## src/rtl/counter_pkg.sv

```systemverilog
// Shared constants for the terminal-count tick generator.
package counter_pkg;

  localparam int COUNTER_DEFAULT_WIDTH = 27;

endpackage

```

## src/rtl/counter.sv

```systemverilog
// Terminal-count tick generator: ready pulses for one cycle every limit+1 cycles.
// Latency: first pulse limit+1 cycles after reset release; no backpressure, free-running.
module counter
  import counter_pkg::*;
#(
  parameter int WIDTH = COUNTER_DEFAULT_WIDTH
) (
  input  logic             clk,
  input  logic             reset,
  input  logic [WIDTH-1:0] count_to,
  output logic             ready
);

  logic [WIDTH-1:0] limit;
  logic [WIDTH-1:0] count;
  logic             at_limit;

  assign at_limit = (count == limit);

  // Wrapping on equality keeps count bounded by limit, so all-ones never overflows.
  always_ff @(posedge clk) begin
    if (reset) begin
      limit <= count_to;
      count <= '0;
      ready <= 1'b0;
    end else if (at_limit) begin
      count <= '0;
      ready <= 1'b1;
    end else begin
      count <= count + WIDTH'(1);
      ready <= 1'b0;
    end
  end

endmodule

```

## config.mk

```make
export PLATFORM = sky130hd
export DESIGN_NAME = counter
export DESIGN_NICKNAME = d
export VERILOG_FILES = /design/src/rtl/counter_pkg.sv /design/src/rtl/counter.sv
export SDC_FILE = /design/constraint.sdc
export NUM_CORES = 1
export LEC_CHECK = 0
export ABC_AREA = 1
export BUFFER_PORTS_ARGS = -buffer_cell sky130_fd_sc_hd__buf_4
export CORE_UTILIZATION = 35
export CTS_BUF_LIST = sky130_fd_sc_hd__clkbuf_16
export DETAILED_ROUTE_END_ITERATION = 7
export GPL_TIMING_DRIVEN = 0
export PLACE_DENSITY_LB_ADDON = 0.3
export SYNTH_ARGS = -nofsm -noshare
export SYNTH_HDL_FRONTEND = slang
export SYNTH_SLANG_ARGS = --single-unit
```

## constraint.sdc

```tcl
create_clock -name clk -period 2.3 [get_ports clk]
set_input_delay 0.23 -clock clk [delete_from_list [all_inputs] [get_ports clk]]
set_output_delay 0.23 -clock clk [all_outputs]
set_load 0.1 [all_outputs]
```

==> results_dict.tcl <==
set metrics [dict create \
    clock-sinks 55 \
    io_pins 30 \
    critPathKind "flop to flop" \
    cp.arrival_ns 1.91 \
    ys_ff_latch 55 \
    final_common_cell "nand2_1" \
    ctsHtreeMaxLevel 2 \
    yosys_warnings 0 \
    cp.depth 10 \
    synth-seq-area-share_pct 53.8 \
    period_minus_slack_ns 1.73 \
    reg2reg_depth 10 \
    drtIter0Drc 150 \
    p_sw_share_pct 21.4 \
    final_nets 354 \
    p_leak_uw 0.00118 \
    detail-route-antenna-nets 0 \
    critPathLaunchType "flop" \
    grt_first_pass_wirelength_um 7940 \
    start_util_pct 36.9 \
    power.density_nw_per_um2 648 \
    power.switching_uw 422 \
    end_kind "flop" \
    irDropWorstVdd_mv 0.319 \
    clk_transition_reported_paths_ns 0.07 \
    clkLatencyLatePin_ns 0.29 \
    path_buf_inv 2 \
    worstPathMaxFanout 10 \
    dp_hpwl_um 3310 \
    antenna_cells 0 \
    first_pass_iters 5 \
    fin_skew_ns 0.00674 \
    cts_max_path_buffers 2 \
    finalSetupViolCount 0 \
    place.gp.congestion 0.755 \
    cts_resized 0 \
    drive_gt1_share_pct 16.0 \
    worst_path_max_delay_cell "dfxtp_1" \
    die_x_um 87.4 \
    coreArea_um2 6910 \
    track_usage_pct 13.7 \
    tightest_slew_ns 0.409 \
    antenna_found_initial 0 \
    cts_tree "built" \
    grt_setup_unrepaired "no" \
    p_int_uw 1550 \
    layout_setup_ws_ns 0.570 \
    route.detailed.drc 0 \
    crit_chain "buf_2 > xnor2_1 > nand2_1 > nor2_1 > nand2_1 > nor2_1 > nand2_1 > nand2_2 > buf_2 > nor2_1" \
    hold_path_class "input port to flop" \
    required_ns 2.48 \
    cts_setup_buffers 0 \
    pwr-share-comb_pct 5.7 \
    synth.cell_area_um2 2550 \
    slew_viol_final 0 \
    rows 30 \
    pre_cts_slack_ns 0.564 \
    final_cell_mix "75 x nand2_1, 51 x nor2_1, 35 x inv_1, 29 x buf_4, 28 x dfxtp_1" \
    ys_types 20 \
    final_util_pct 44.0 \
    status "finished, final reports clean" \
    die-area_um2 7630 \
    io_buffers 29 \
    timing.slew.headroom_pct 72.5 \
    crit_family "simple AND/OR/NAND/NOR gates" \
    hold_viol 0 \
    power.total_uw 1970 \
    syn-num-nets 318 \
    route.detailed.wl_per_inst_um 10.5 \
    power_frac_seq_pct 55.8 \
    regToRegSetupSlack_ns 0.57 \
    fmax_ghz 0.578 \
    die_y_um 87.4 \
    fin_setup_tns_ns 0 \
    wl_um 4420 \
    cts_made_buffers 5 \
    power_frac_clock_pct 38.5 \
    syn_area_per_cell_um2 8.85 \
    max_stage_delay_ns 0.30 \
    cts_root_buf "clkbuf_16" \
    cap_violations 0 \
    period_share_pct 75.2 \
    postCtsHoldBufs 0 \
    netlist_instances 288 \
    syn2layout_area_growth_pct 19.1 \
    grt_max_degree 30 \
    first_global_vias 1721 \
    grt-ovfl-total 0 \
    vias 1800 \
    viasPerCell 4.28 \
    min_path_cells 1 \
]
==> through the flow <==
stage	hold WS, ns	area (µm²)	std cells
detailed placement	0.409	2890	413
floorplan	0.302	2550	288
global route	0.0962	3040	421
finish	0.106	3040	421
CTS	0.104	3040	421
global placement	0.408	2890	413
==> layout make-up <==
cell class                 count  area [µm²]
fill                         694        3870
sequential                    55        1370
multi-input combinational    195        1030
timing repair buffer          29         218
inverter                      35         131
clock buffer                   5         125
tap                           96         120
clock inverter                 3        25.0
buffer                         3        15.0
==> metal layers <==
layer	share of wire, %	GRT usage [%]	vias to the layer above
met5	0	0	-
met4	1.5	4.17	0
met3	3.8	2.65	6
met2	47	22.7	32
met1	48	18.2	795
li1	-	-	967
==> path summary, 6_finish.rpt <==
kind | to | startpoint
worst max-delay path | count[11] | count[18]
worst min register to register | count[0] | count[0]
worst max register to register | count[11] | count[18]
worst min-delay path | limit[1] | count_to[1]
==> sequential cells by signal, summed over array words and instances, names as in the netlist <==
signal,cells
count,27
limit,27
ready,1
==> kinds of logic (layout without fill, tap and decap cells) <==
group                      after synthesis  after routing  synth area share, %
AOI/OAI and AO/OA                        1              1                0.196
DFF                                     55             55                 53.8
and+or+nand+nor                        157            157                 27.4
buffers and inverters                   38             75                 5.74
adders and majority gates                1              1                0.491
xor gates and xnor gates                36             36                 12.4
==> Yosys cell counts (all sizes together) <==
library cell	number	area, µm²
ha	1	12.5
xor2	11	96.3
nor3	4	42.5
nand2	79	312
buf	3	15.0
nand3	12	70.1
edfxtp	27	811
nor4	1	6.26
nor2	55	231
dfxtp	28	561
o21ai	1	5.00
inv	35	131
xnor2	25	219
nand4	6	37.5
==> power groups by stage <==
stage                     Clock, µW  Sequential (µW)  Combinational [µW]
after CTS                       775             1100                 115
after global routing            813             1100                 130
after global placement            0             1120                 112
final                           758             1100                 113
after floorplan                   0             1120                58.9
after detailed placement          0             1120                 115
Note: power is estimated with default switching activity, not from simulation.
